### src/rtl/wb_arb_pkg.sv
// Shared types and constants for the Wishbone round-robin arbiter family.
package wb_arb_pkg;

   localparam int unsigned WB_AW = 32;
   localparam int unsigned WB_DW = 32;

   typedef enum logic [2:0] {
      StIdle,
      StIssue,
      StWait,
      StErr,
      StDone
   } arb_state_e;

   function automatic int unsigned idx_width(input int unsigned num_req);
      return (num_req <= 1) ? 1 : $clog2(num_req);
   endfunction

endpackage

### src/rtl/rr_pick.sv
// Combinational round-robin picker: first asserted request at or after ptr, wrapping.
module rr_pick
   import wb_arb_pkg::*;
#(
   parameter int unsigned NUM_REQ = 2,
   parameter int unsigned IDX_W   = idx_width(NUM_REQ)
) (
   input  logic [NUM_REQ-1:0] req_i,
   input  logic [IDX_W-1:0]   ptr_i,
   output logic [IDX_W-1:0]   grant_o,
   output logic               valid_o
);

   logic [IDX_W-1:0] cand;

   always_comb begin
      grant_o = '0;
      valid_o = 1'b0;
      cand    = '0;
      // Scan from the farthest offset back to ptr so the nearest requester wins.
      for (int k = NUM_REQ - 1; k >= 0; k--) begin
         cand = IDX_W'((int'(ptr_i) + k) % NUM_REQ);
         if (req_i[cand]) begin
            grant_o = cand;
            valid_o = 1'b1;
         end
      end
   end

endmodule

### src/rtl/wb_rr_arbiter.sv
// Round-robin arbiter sharing one Wishbone slave among NUM_REQ requesters, with
// address range check and ack timeout.
module wb_rr_arbiter
   import wb_arb_pkg::*;
#(
   parameter int unsigned NUM_REQ    = 2,
   parameter int unsigned ADDR_LIMIT = 64,
   parameter int unsigned TIMEOUT    = 16
) (
   input  logic                     clk,
   input  logic                     rst_n,
   input  logic [NUM_REQ-1:0]       s_cyc,
   input  logic [NUM_REQ-1:0]       s_stb,
   input  logic [NUM_REQ-1:0]       s_we,
   input  logic [NUM_REQ*WB_AW-1:0] s_adr,
   input  logic [NUM_REQ*WB_DW-1:0] s_dat_w,
   output logic [WB_DW-1:0]         s_dat_r,
   output logic [NUM_REQ-1:0]       s_ack,
   output logic [NUM_REQ-1:0]       s_err,
   output logic                     m_cyc,
   output logic                     m_stb,
   output logic                     m_we,
   output logic [WB_AW-1:0]         m_adr,
   output logic [WB_DW-1:0]         m_dat_w,
   output logic                     m_oe,
   input  logic [WB_DW-1:0]         m_dat_r,
   input  logic                     m_ack
);

   localparam int unsigned IdxW = idx_width(NUM_REQ);
   localparam int unsigned CntW = $clog2(TIMEOUT);
   localparam logic [CntW-1:0] CntLast = CntW'(TIMEOUT - 1);

   arb_state_e          state_q, state_d;
   logic [IdxW-1:0]     ptr_q, ptr_d;
   logic [IdxW-1:0]     gnt_q, gnt_d;
   logic [CntW-1:0]     cnt_q, cnt_d;
   logic [WB_AW-1:0]    adr_q, adr_d;
   logic                we_q, we_d;
   logic [WB_DW-1:0]    dat_w_q, dat_w_d;
   logic [WB_DW-1:0]    dat_r_q, dat_r_d;
   logic [NUM_REQ-1:0]  ack_q, ack_d;
   logic [NUM_REQ-1:0]  err_q, err_d;

   logic [NUM_REQ-1:0]  req;
   logic [IdxW-1:0]     pick_idx;
   logic                pick_valid;
   logic [WB_AW-1:0]    pick_adr;
   logic                pick_oob;

   assign req = s_cyc & s_stb;

   rr_pick #(
      .NUM_REQ (NUM_REQ),
      .IDX_W   (IdxW)
   ) u_pick (
      .req_i   (req),
      .ptr_i   (ptr_q),
      .grant_o (pick_idx),
      .valid_o (pick_valid)
   );

   assign pick_adr = s_adr[pick_idx*WB_AW +: WB_AW];
   assign pick_oob = (pick_adr >= WB_AW'(ADDR_LIMIT));

   always_ff @(posedge clk or negedge rst_n) begin
      if (!rst_n) begin
         state_q <= StIdle;
      end else begin
         state_q <= state_d;
      end
   end

   always_comb begin
      state_d = state_q;
      unique case (state_q)
         StIdle: begin
            if (pick_valid) begin
               state_d = pick_oob ? StErr : StIssue;
            end
         end
         StIssue: state_d = StWait;
         StWait: begin
            // A late ack still wins over a timeout in the same cycle.
            if (m_ack) begin
               state_d = StDone;
            end else if (cnt_q == CntLast) begin
               state_d = StErr;
            end
         end
         StErr:   state_d = StDone;
         StDone:  state_d = StIdle;
         default: state_d = StIdle;
      endcase
   end

   always_comb begin
      m_cyc   = 1'b0;
      m_stb   = 1'b0;
      m_we    = 1'b0;
      m_adr   = '0;
      m_dat_w = '0;
      if (state_q == StIssue || state_q == StWait) begin
         m_cyc   = 1'b1;
         m_stb   = (state_q == StIssue);
         m_we    = we_q;
         m_adr   = adr_q;
         m_dat_w = dat_w_q;
      end
   end

   assign m_oe    = m_cyc & m_we;
   assign s_ack   = ack_q;
   assign s_err   = err_q;
   assign s_dat_r = dat_r_q;

   always_comb begin
      gnt_d   = gnt_q;
      ptr_d   = ptr_q;
      cnt_d   = cnt_q;
      adr_d   = adr_q;
      we_d    = we_q;
      dat_w_d = dat_w_q;
      dat_r_d = dat_r_q;
      ack_d   = '0;
      err_d   = '0;
      unique case (state_q)
         StIdle: begin
            if (pick_valid) begin
               gnt_d = pick_idx;
               if (!pick_oob) begin
                  adr_d   = pick_adr;
                  we_d    = s_we[pick_idx];
                  dat_w_d = s_dat_w[pick_idx*WB_DW +: WB_DW];
               end
            end
         end
         StIssue: cnt_d = '0;
         StWait: begin
            if (m_ack) begin
               ack_d[gnt_q] = 1'b1;
               if (!we_q) begin
                  dat_r_d = m_dat_r;
               end
            end else if (cnt_q != '1) begin
               cnt_d = cnt_q + 1'b1;
            end
         end
         StErr: err_d[gnt_q] = 1'b1;
         StDone: ptr_d = (gnt_q == IdxW'(NUM_REQ - 1)) ? '0 : gnt_q + 1'b1;
         default: ;
      endcase
   end

   always_ff @(posedge clk or negedge rst_n) begin
      if (!rst_n) begin
         gnt_q   <= '0;
         ptr_q   <= '0;
         cnt_q   <= '0;
         adr_q   <= '0;
         we_q    <= 1'b0;
         dat_w_q <= '0;
         dat_r_q <= '0;
         ack_q   <= '0;
         err_q   <= '0;
      end else begin
         gnt_q   <= gnt_d;
         ptr_q   <= ptr_d;
         cnt_q   <= cnt_d;
         adr_q   <= adr_d;
         we_q    <= we_d;
         dat_w_q <= dat_w_d;
         dat_r_q <= dat_r_d;
         ack_q   <= ack_d;
         err_q   <= err_d;
      end
   end

endmodule

### config.mk
export PLATFORM = sky130hd
export DESIGN_NAME = wb_rr_arbiter
export DESIGN_NICKNAME = d
export VERILOG_FILES = /design/src/rtl/wb_arb_pkg.sv /design/src/rtl/rr_pick.sv /design/src/rtl/wb_rr_arbiter.sv
export SDC_FILE = /design/constraint.sdc
export NUM_CORES = 1
export LEC_CHECK = 0
export CORE_MARGIN = 4
export CORE_UTILIZATION = 35
export CTS_BUF_LIST = sky130_fd_sc_hd__clkbuf_16
export DETAILED_ROUTE_END_ITERATION = 8
export GPL_TIMING_DRIVEN = 0
export PLACE_DENSITY = 0.79
export SETUP_SLACK_MARGIN = 0.1
export SYNTH_ARGS = -nofsm -noshare
export SYNTH_HDL_FRONTEND = slang
export SYNTH_SLANG_ARGS = --single-unit
### constraint.sdc
create_clock -name clk -period 1.73 [get_ports clk]
set_input_delay 0.519 -clock clk [delete_from_list [all_inputs] [get_ports clk]]
set_output_delay 0.519 -clock clk [all_outputs]
set_load 0.1 [all_outputs]
* Word level (Yosys, flattened, before mapping)
Cells that the tools add are included.
** Storage, ports and cells
- Word-level logic and storage cells :: 73
- Output and inout port bits :: 104
- Register bits after elaboration :: 110
** Cells by class
- Equal/unequal tests :: 10
- Order comparisons :: 6
- Add/subtract/negate cells :: 3
- Bitwise logic cells :: 4
- Muxes and demuxes :: 29
- Reduce and logical (&&, ||, !) cells :: 9
- Shift operators :: 2
** Operator list (number)
- 64-bit by 7-bit variable part select with 32-bit output :: 2
- 32-bit 2-to-1 mux :: 2
- 32-bit by 7-bit greater-or-equal comparator with 1-bit output, second input constant :: 1
- 1-bit 2-to-1 mux :: 15
- 3-bit case mux with 4 select lines :: 1
- 3-bit 2-to-1 mux :: 3
- 3-bit AND reduction :: 3
- 1-bit by 2-bit less-than comparator with 1-bit output, second input constant :: 4
- 2-bit 2-to-1 mux :: 4
- 4-bit 2-to-1 mux :: 2
- 4-bit case mux with 2 select lines :: 1
- 3-bit by 2-bit equality test with 1-bit output, second input constant :: 2
- 4-bit by 1-bit adder with 4-bit output, second input constant :: 1
- 4-bit equality test, second input constant :: 1
- 2-bit inequality test, second input constant :: 2
- 4-bit inequality test, second input constant :: 1
- 2-bit AND reduction :: 2
- 3-bit by 1-bit equality test with 1-bit output, second input constant :: 1
- 3-bit equality test, second input constant :: 1
- 3-bit logical NOT :: 1
- 3-bit inequality test, second input constant :: 1
- 1-bit adder, second input constant :: 2
- 2-bit bitwise AND :: 1
- 2-bit by 1-bit inequality test with 1-bit output, second input constant :: 1
- 7 further kinds :: 8

* Logic depth before layout (Yosys ltp)
Gate-level depths: netlist of the first run.
- Depth in word-level cells :: 10
- Mapped depth :: 7
- Depth with buffers taken out :: 6

* By module
A second synthesis of the first run with hierarchy kept.
** Unflattened totals
- Cells, all modules :: 406
- Area, all modules :: 5218.8 um2
** By module, submodules not included
- wb_rr_arbiter :: times used 1, cells each 403, area each 5201.2 um2
- rr_pick :: times used 1, cells each 3, area each 17.5 um2

* Least setup slack after synthesis of the first run
No wires, ideal clock.
- Path kind :: reg-to-output
- Start :: register state_q[0]
- End :: output port m_stb
- Cell stages (with the launch flop) :: 4
- Data required time :: 1.211 ns
- Setup slack :: -1.745 ns
- Arrival :: 2.956 ns
- Cells stage by stage :: dfrtp_1 > buf_2 > clkbuf_1 > nor3b_1
** On the way
- Word-level cells in the longest chain between the ends :: 3
- Elaborated cells on any way between the ends :: 4
** Ends and longest elaborated chain
- start: declaration :: RTL line wb_rr_arbiter.sv:34 : arb_state_e state_q, state_d;
- start signal: assignment :: RTL line wb_rr_arbiter.sv:68 : state_q <= StIdle;
- start signal: assignment :: RTL line wb_rr_arbiter.sv:70 : state_q <= state_d;
- 3-bit by 1-bit equality test with 1-bit output or 3-bit by 2-bit equality test with 1-bit output (tied branches) :: RTL line wb_rr_arbiter.sv:103, wb_rr_arbiter.sv:105
- 1-bit logical OR :: RTL line wb_rr_arbiter.sv:103 : if (state_q == StIssue || state_q == StWait) begin
- 1-bit 2-to-1 mux * :: RTL line wb_rr_arbiter.sv:103
- end: declaration :: RTL line wb_rr_arbiter.sv:21 : output logic m_stb,
Every way passes the cells marked *; elsewhere a longest branch is shown, timed or not.

* Final worst setup path of the first run
- Start :: register state_q[0]
- End :: output port m_dat_w[14]
** On the way
- Word-level cells in the longest chain between the ends :: 3
- Elaborated cells on any way between the ends :: 4
** Ends and longest elaborated chain
- 3-bit by 1-bit equality test with 1-bit output or 3-bit by 2-bit equality test with 1-bit output (tied branches) :: RTL line wb_rr_arbiter.sv:103
- 1-bit logical OR * :: RTL line wb_rr_arbiter.sv:103
- 32-bit 2-to-1 mux * :: RTL line wb_rr_arbiter.sv:103
- end: declaration :: RTL line wb_rr_arbiter.sv:24 : output logic [WB_DW-1:0] m_dat_w,
Marks and branches as above.

==> results of run 1 <==
==> worst max-delay path: stages, from the launching register on <==
cell and delay (ns):
dfrtp_1 0.38, buf_6 0.13, xnor2_4 0.12, nor2_4 0.11
buf_12 0.13, buf_12 0.12, clkbuf_16 0.14, and2_4 0.15
buf_12 0.17
==> worst min-delay path by stage <==
stage | from | endpoint | slack, ns | cells past startpoint
detailed placement | adr_q[31] | adr_q[31] | 0.47 | 1
CTS | rst_n | cnt_q[2] | 0.20 | 1
global route | rst_n | cnt_q[0] | 0.21 | 1
finish | rst_n | cnt_q[0] | 0.17 | 1
floorplan | rst_n | adr_q[0] | 0.22 | 0
global placement | adr_q[31] | adr_q[31] | 0.47 | 1
==> state kept, by name, indices dropped and copies added (netlist names) <==
signal,cells
cnt_q,4
ptr_q,1
s_ack,2
dat_w_q,32
s_err,2
we_q,1
adr_q,32
state_q,3
gnt_q,1
s_dat_r,32
==> report_power, final <==
| group | switching [W] | internal, W |
|---|---|---|
| clock | 0.000963 | 0.00113 |
| sequential | 0.000378 | 0.00306 |
| combinational | 0.00534 | 0.00372 |
| total | 0.00668 | 0.00791 |
==> metrics by stage <==
stage / setup WS [ns] / std cells / power [W] / instance area [um^2] / utilization
6_report: -0.602 / 934 / 0.0146 / 10500 / 0.723
5_1_grt: -0.685 / 934 / 0.0152 / 10500 / 0.723
4_1_cts: -0.636 / 922 / 0.0140 / 10300 / 0.708
3_5_place_dp: -1.44 / 866 / 0.0102 / 8570 / 0.588
3_3_place_gp: -3.92 / 865 / 0.0100 / 8550 / 0.586
2_1_floorplan: -0.244 / 409 / 0.00828 / 5600 / -
==> cells in the final DEF (no fill, tap or decap), types with 6 or more instances in the layout <==
| cell type | count |
|---|---|
| buf_4 | 53 |
| mux2_2 | 51 |
| mux2_4 | 59 |
| clkdlybuf4s15_2 | 6 |
| clkbuf_16 | 14 |
| and2_4 | 84 |
| and2_1 | 7 |
| buf_6 | 21 |
| dfrtp_1 | 110 |
| buf_2 | 10 |
| buf_16 | 6 |
| clkdlybuf4s15_1 | 12 |
| clkdlybuf4s50_1 | 111 |
| buf_12 | 75 |
| dlygate4sd2_1 | 27 |
| clkbuf_8 | 8 |
| buf_8 | 12 |
==> cell type report <==
type                            instances  area [um^2]  share of cell area
Buffer                                 24          385              0.0365
Clock buffer                            9          225              0.0214
Clock inverter                          7         72.6             0.00688
Inverter                                2         7.51            0.000712
Multi-Input combinational cell        271         2920               0.277
Sequential cell                       110         2750               0.261
Tap cell                              184          230              0.0218
Timing Repair Buffer                  327         3950               0.375
==> cells by family (layout without fill, tap and decap cells) <==
| kind of cell | Yosys count | count (layout) | synth area share |
|---|---|---|---|
| fa+ha+maj | 1 | 1 | 0.00239 |
| simple gates | 135 | 135 | 0.158 |
| buf+inv | 28 | 369 | 0.0294 |
| compound gates | 23 | 23 | 0.0279 |
| mux | 111 | 111 | 0.255 |
| xor+xnor | 1 | 1 | 0.00167 |
| flops | 110 | 110 | 0.525 |
==> layer usage <==
| layer | global-route usage | share of wire | up-vias |
|---|---|---|---|
| li1 | - | - | 2098 |
| met1 | 0.238 | 0.37 | 2267 |
| met3 | 0.0491 | 0.061 | 28 |
| met4 | 0.0738 | 0.023 | 0 |
| met5 | 0 | 0 | - |
| met2 | 0.387 | 0.54 | 189 |
==> timing repair <==
item	4_1_cts	5_1_grt
gates cloned	16	1
gates resized for setup	1068	38
pin swaps	32	14
setup buffers	25	14
setup endpoints to repair	206	175
==> summary.txt, run 1 <==
Drt
  – Detail Route Antenna Nets: 0
  – Detailed Route Iter0 Violations: 192
  – Via Count: 4582
  – Pre-Repair DR Iteration Count: 4
  – Wire per inst: 19.5 um
  – # DRC: 0
  – Vias per std cell: 4.91
  – Final wirelength: 18200 um

Clock network
  – Clk sinks: 110
  – Max Root-Sink Buffers: 2
  – CTS root buffer: clkbuf_16
  – Clock Pin Slew Worst Setup and Hold Paths: 0.07 ns
  – CTS tree: yes
  – # H-tree levels: 3
  – Num CTS Buffers: 9
  – Hold-fix buffers at CTS: 0
  – Worst-Skew Late Latency: 0.34 ns

Worst setup path
  – R2R Setup Slk: -0.47 ns
  – Crit Path Max Fanout: 6
  – Crit path capture type: primary output
  – Critical Path End: m_dat_w[14]
  – CP Launch Point: state_q[0]
  – R2r startpoint: state_q[0]
  – CP required: 1.21 ns
  – Worst setup SP type: register
  – Worst Path Class, Setup: reg2out
  – R2R Path End: dat_w_q[17]
  – R2R depth: 10
  – Worst path arrival time: 1.81 ns

Floorplan
  – Core area: 14600 um^2
  – I/O Pins: 273
  – Die Y-Extent: 130 um
  – Die area: 17000 um^2
  – Starting density of the core: 0.359
  – Die width: 130 um
  – Row count: 44

Global route
  – Initial antenna violation count: 0
  – Gr usage total: 0.210
  – First-pass GRT wire length: 27300 um
  – Vias in the first global route: 5075
  – Largest net degree at the start of global routing: 67
  – GRT overflow: 0

Logic synthesis
  – Avg Inst Size Synth: 12.8 um^2
  – Most frequent cell after synthesis: dfrtp_1
  – Cells after Synth: 409
  – Synth area leaders: dfrtp_1 53%, mux2_2 18%, and2_1 11%, mux2_4 6.9%, nor4_1 1.3%
  – Cell variety after synth: 37
  – Synth cell count leaders: 110 x dfrtp_1, 91 x and2_1, 86 x mux2_2
  – Post-synth EDFFs: 0
  – Top-area cell type share of the netlist area: 0.525
  – Ys Warns: 0
  – Ys async rst share: 1.00
  – Number of synthesized register bits: 110
  – Top FF cell, synth: dfrtp_1
  – Area leader, netlist: dfrtp_1
  – Synth Cell Area: 5240 um^2
  – Post-synthesis sequential area ratio: 0.525
  – Post-synth net total: 579

Hold path
  – Worst hold path type: in2async

STA
  – Endpoints failing setup: 171
  – Final worst path period share: 1.35
  – Worst Hold Slack: 0.172 ns
  – Fin crit period: 2.33 ns
  – Clock skew: 0.00422 ns
  – Max-slew violation count: 0
  – Max Clk Rate: 429 MHz
  – Slew headroom: 0.580
  – RSZ-0062 raised after global routing: yes
  – Final worst slack: -0.602 ns
  – Worst-Margin Slew: 0.630 ns
  – Final hold vios: 0
  – Setup_tns: -78.56 ns

Final layout
  – Filler cell count: 932
  – Final net count: 915
  – Ant. Diodes: 0
  – Share of cells above drive strength 1: 0.587
  – Synthesis-to-finish area growth: 101%

Place
  – Routability cong.: 0.813
  – Post-DP HPWL: 12300 um
  – Port Buf Inserts: 272

Pwr
  – Worst VDD drop: 1.11 mV
  – PwrDens: 1380 nW/um^2
  – Static Leak: 4.92 nW

Run status
  – Failing checks: setup timing
  – Outcome: finished, violations left

Job
  – Max Cap Viol: 0
Power figures use the tool's default switching activity.
==> run 2, diff against run 1 <==
- CELL_PAD_IN_SITES_DETAIL_PLACEMENT: default -> 0
- CELL_PAD_IN_SITES_GLOBAL_PLACEMENT: default -> 1
- CORE_UTILIZATION: 35 -> 27
- PLACE_DENSITY: 0.79 -> 0.81
==> summary.txt, run 2 (synthesis gave the netlist of run 1 again) <==
Drt
  – Wire per inst: 17.3 um
  – # DRC: 0
  – Vias per std cell: 4.41
  – Final wirelength: 17300 um
  – Detail Route Antenna Nets: 0
  – Pre-Repair DR Iteration Count: 4
  – Detailed Route Iter0 Violations: 111
  – Via Count: 4401

Clock network
  – Clk sinks: 110
  – Max Root-Sink Buffers: 2
  – Clock Pin Slew Worst Setup and Hold Paths: 0.07 ns
  – Hold-fix buffers at CTS: 0
  – Worst-Skew Late Latency: 0.35 ns
  – CTS tree: yes
  – CTS root buffer: clkbuf_16
  – Num CTS Buffers: 9
  – # H-tree levels: 3

Final layout
  – Commonest non-fill, non-tap cell in the layout: clkdlybuf4s50_1
  – Synthesis-to-finish area growth: 98.9%
  – Commonest cells after routing, fill and taps aside: 110 x clkdlybuf4s50_1, 108 x dfrtp_1, 88 x and2_4
  – Ant. Diodes: 0
  – Post-Layout Cell Count: 999
  – Filler cell count: 1580
  – Final Util: 0.552
  – Share of cells above drive strength 1: 0.589
  – Final net count: 904

Place
  – Post-DP HPWL: 12200 um
  – Routability cong.: 0.803
  – Port Buf Inserts: 272
  – Dpl cells: 942

STA
  – Clock skew: 0.00861 ns
  – Final worst path period share: 1.32
  – Max Clk Rate: 438 MHz
  – Final worst slack: -0.553 ns
  – Max-slew violation count: 0
  – Worst Hold Slack: 0.180 ns
  – Fin crit period: 2.28 ns
  – Worst-Margin Slew: 0.672 ns
  – RSZ-0062 raised after global routing: yes
  – Final hold vios: 0
  – Slew headroom: 0.552
  – Endpoints failing setup: 165

Pwr
  – Static Leak: 4.81 nW
  – Worst VDD drop: 0.810 mV
  – Clk network pwr share: 0.150
  – Sequential power share: 0.252
  – Switching pwr: 0.00643 W
  – Comb pwr share: 0.598
  – Internal power: 0.00712 W
  – PwrDens: 1300 nW/um^2
  – Sw Ratio: 0.474

Floorplan
  – Die Y-Extent: 147 um
  – Die width: 147 um
  – Core area: 18900 um^2
  – Row count: 50
  – Die area: 21700 um^2
  – I/O Pins: 273
  – Starting density of the core: 0.277

Job
  – Max Cap Viol: 0

Worst setup path
  – Worst Path Class, Setup: reg2out
  – Worst path slowest cell: dfrtp_1
  – Max incr delay on CP: 0.38 ns
  – Crit path capture type: primary output
  – Critical path's top delay family: buffers and inverters
  – Worst setup SP type: register
  – CP Cell Sequence: buf_6 -> xnor2_4 -> nor2_4 -> buf_8 -> clkbuf_8 -> and2_4 -> buf_12
  – Worst path arrival time: 1.76 ns
  – Crit Path Max Fanout: 10
  – Worst Path Buf+Inv: 4
  – CP required: 1.21 ns

Global route
  – GRT overflow: 0
  – Largest net degree at the start of global routing: 64
  – Initial antenna violation count: 1
  – Gr usage total: 0.153
  – Vias in the first global route: 4870
  – First-pass GRT wire length: 26400 um

Hold path
  – Worst hold path type: in2async

Run status
  – Failing checks: setup timing
  – Outcome: finished, violations left
run 2: metal layers:
| layer | GRT usage | vias up | part of all wire |
|---|---|---|---|
| met4 | 0.0475 | 2 | 0.021 |
| li1 | - | 2060 | - |
| met2 | 0.278 | 184 | 0.52 |
| met5 | 0 | - | 0.00069 |
| met3 | 0.0416 | 24 | 0.062 |
| met1 | 0.176 | 2131 | 0.40 |
run 2: per-stage QoR:
stage / instance area (um^2) / TNS [ns] / setup slack, ns / power, W
after floorplan: 5600 / -16.64 / -0.244 / 0.00828
after global placement: 8640 / -614.44 / -4.05 / 0.0101
after detailed placement: 8670 / -172.58 / -1.44 / 0.0102
after CTS: 10300 / -51.17 / -0.625 / 0.0132
after global routing: 10400 / -61.30 / -0.657 / 0.0141
final: 10400 / -47.97 / -0.553 / 0.0135
run 2: cell type report:
cell class | instances | area [um^2] | area share
repair buffers | 316 | 3790 | 0.363
multi-input cells | 271 | 2920 | 0.280
flip-flops and latches | 110 | 2760 | 0.264
plain buffers | 24 | 342 | 0.0328
well taps | 260 | 325 | 0.0312
clock buffers | 9 | 225 | 0.0216
clock inverters | 7 | 62.6 | 0.00600
inverters | 2 | 7.51 | 0.000720
run 2: path summary, 6_finish.rpt:
| check | start | end | slack (ns) | depth (start not counted) |
|---|---|---|---|---|
| max | state_q[0] | m_adr[14] | -0.55 | 7 |
| min reg2reg | dat_w_q[1] | dat_w_q[1] | 0.50 | 1 |
| max in group asynchronous | rst_n | adr_q[9] | 0.81 | 2 |
| min | rst_n | ptr_q | 0.18 | 1 |
| max reg2reg | state_q[0] | dat_w_q[23] | -0.18 | 9 |
| min in group clk | dat_w_q[1] | dat_w_q[1] | 0.50 | 1 |
run 2: what timing repair did:
item | CTS | global route
pin swaps | 36 | 21
setup buffers | 25 | 12
resized for setup | 1045 | 61
endpoints found under the setup margin | 205 | 169
cloned | 11 | 0
run 2: worst register-to-register path: cells and delay by family, from the launching register on:
family                 cells  cell delay (ns)
buffers and inverters      6             0.83
flip-flops                 1             0.38
AND/OR/NAND/NOR            1             0.18
AO/OA/AOI/OAI              1             0.12
multiplexers               1             0.29
run 2: power groups by stage:
stage / clock network, W / registers [W] / logic, W
after global placement: 0 / 0.00338 / 0.00669
final: 0.00204 / 0.00341 / 0.00810
after detailed placement: 0 / 0.00341 / 0.00676
after floorplan: 0 / 0.00630 / 0.00198
after global routing: 0.00223 / 0.00348 / 0.00844
after CTS: 0.00212 / 0.00340 / 0.00773
==> run 3, diff against run 2 <==
- MAX_ROUTING_LAYER: default -> met4
==> summary.txt, run 3 (synthesis gave the netlist of run 1 again) <==
Clock network
  – CTS root buffer: clkbuf_16
  – Hold-fix buffers at CTS: 0
  – Clock Pin Slew Worst Setup and Hold Paths: 0.07 ns
  – CTS tree: yes
  – Num CTS Buffers: 9
  – Clk sinks: 110
  – Worst-Skew Late Latency: 0.35 ns
  – # H-tree levels: 3
  – Max Root-Sink Buffers: 2

STA
  – Final worst slack: -0.554 ns
  – Max-slew violation count: 0
  – Fin crit period: 2.28 ns
  – Endpoints failing setup: 165
  – Final hold vios: 0
  – Worst Hold Slack: 0.180 ns
  – Slew headroom: 0.554
  – Final worst path period share: 1.32
  – Worst-Margin Slew: 0.669 ns
  – RSZ-0062 raised after global routing: yes
  – Clock skew: 0.00947 ns
  – Max Clk Rate: 438 MHz

Floorplan
  – Die area: 21700 um^2
  – I/O Pins: 273
  – Starting density of the core: 0.277
  – Row count: 50
  – Core area: 18900 um^2
  – Die Y-Extent: 147 um
  – Die width: 147 um

Final layout
  – Synthesis-to-finish area growth: 98.9%
  – Commonest non-fill, non-tap cell in the layout: clkdlybuf4s50_1
  – FF+latch area: 2760 um^2
  – Filler cell count: 1581
  – Post-Layout Cell Count: 1000
  – Commonest cells after routing, fill and taps aside: 110 x clkdlybuf4s50_1, 108 x dfrtp_1, 88 x and2_4
  – Final net count: 904
  – Area used by multi-input combinational logic: 2920 um^2
  – Share of cells above drive strength 1: 0.589

Run status
  – Failing checks: setup timing
  – Outcome: finished, violations left

Drt
  – Met1 wire length: 6890 um
  – # DRC: 0
  – Detail Route Antenna Nets: 0
  – Final wirelength: 17300 um
  – Vias per std cell: 4.40
  – Wire per inst: 17.3 um
  – Pre-Repair DR Iteration Count: 4
  – Detailed Route Iter0 Violations: 117
  – Met3 WL post-DR: 1000 um
  – Highest routed layer: met4
  – Routed met2 length: 9020 um
  – Via Count: 4401

Pwr
  – Static Leak: 4.81 nW
  – Overall power: 0.0135 W
  – Worst VDD drop: 0.809 mV
  – PwrDens: 1300 nW/um^2

Worst setup path
  – CP Cell Sequence: buf_6 -> xnor2_4 -> nor2_4 -> buf_8 -> clkbuf_8 -> and2_4 -> buf_12
  – Crit path capture type: primary output
  – Worst Path Class, Setup: reg2out
  – Crit Path Max Fanout: 10
  – Worst setup SP type: register
  – Worst path slowest cell: dfrtp_1
  – CP required: 1.21 ns
  – Worst path arrival time: 1.76 ns
  – Max incr delay on CP: 0.38 ns

Place
  – Routability cong.: 0.815
  – Port Buf Inserts: 272
  – Pre-CTS setup slack: -1.44 ns
  – Dpl cells: 942
  – Post-DP HPWL: 12200 um

Global route
  – Vias in the first global route: 4863
  – Initial antenna violation count: 1
  – First-pass GRT wire length: 26300 um
  – GRT overflow: 0
  – Gr usage total: 0.158
  – Largest net degree at the start of global routing: 64

Hold path
  – Worst hold path type: in2async

Job
  – Max Cap Viol: 0
[run 3: final timing paths]
path | startpoint | to | slack, ns | depth (start not counted)
max in group asynchronous | rst_n | adr_q[14] | 0.82 | 2
min in group clk | dat_w_q[1] | dat_w_q[1] | 0.50 | 1
worst min register to register | dat_w_q[1] | dat_w_q[1] | 0.50 | 1
worst min-delay path | rst_n | ptr_q | 0.18 | 1
worst max-delay path | state_q[0] | m_adr[14] | -0.55 | 7
worst max register to register | state_q[0] | dat_w_q[23] | -0.18 | 9
[run 3: routing by layer]
metal | GRT usage | vias to the layer above
met1 | 0.178 | 2129
met4 | 0.0475 | 0
met5 | - | -
met3 | 0.0373 | 25
li1 | - | 2063
met2 | 0.278 | 184
[run 3: area by class of cell]
class                   count  area share
clock inverters             7     0.00600
diodes                      1    0.000240
multi-input cells         271       0.280
flip-flops and latches    110       0.264
well taps                 260      0.0312
clock buffers               9      0.0216
repair buffers            316       0.363
plain buffers              24      0.0328
inverters                   2    0.000720
[run 3: timing repair]
action	in CTS	in global routing
setup buffers	25	12
pin swaps	36	21
resized for setup	1045	61
gates cloned	11	0
setup endpoints to repair	205	169
[run 3: report_power, final]
group	internal, W	switching [W]
logic	0.00304	0.00505
clock network	0.00101	0.00102
registers	0.00306	0.000349
total	0.00712	0.00643
[run 3: per-stage QoR]
| stage | instance area, um^2 | setup TNS, ns | utilization |
|---|---|---|---|
| floorplan | 5600 | -16.64 | - |
| global placement | 8640 | -614.44 | 0.458 |
| detailed placement | 8670 | -172.58 | 0.459 |
| CTS | 10300 | -51.17 | 0.547 |
| global route | 10400 | -61.34 | 0.552 |
| finish | 10400 | -48.03 | 0.552 |
[run 3: worst max-delay path: cells and delay by family, from the launching register on]
| kind | cells | cell delay [ns] |
|---|---|---|
| and+or+nand+nor | 2 | 0.29 |
| xor gates and xnor gates | 1 | 0.12 |
| buffers and inverters | 4 | 0.61 |
| DFF | 1 | 0.38 |
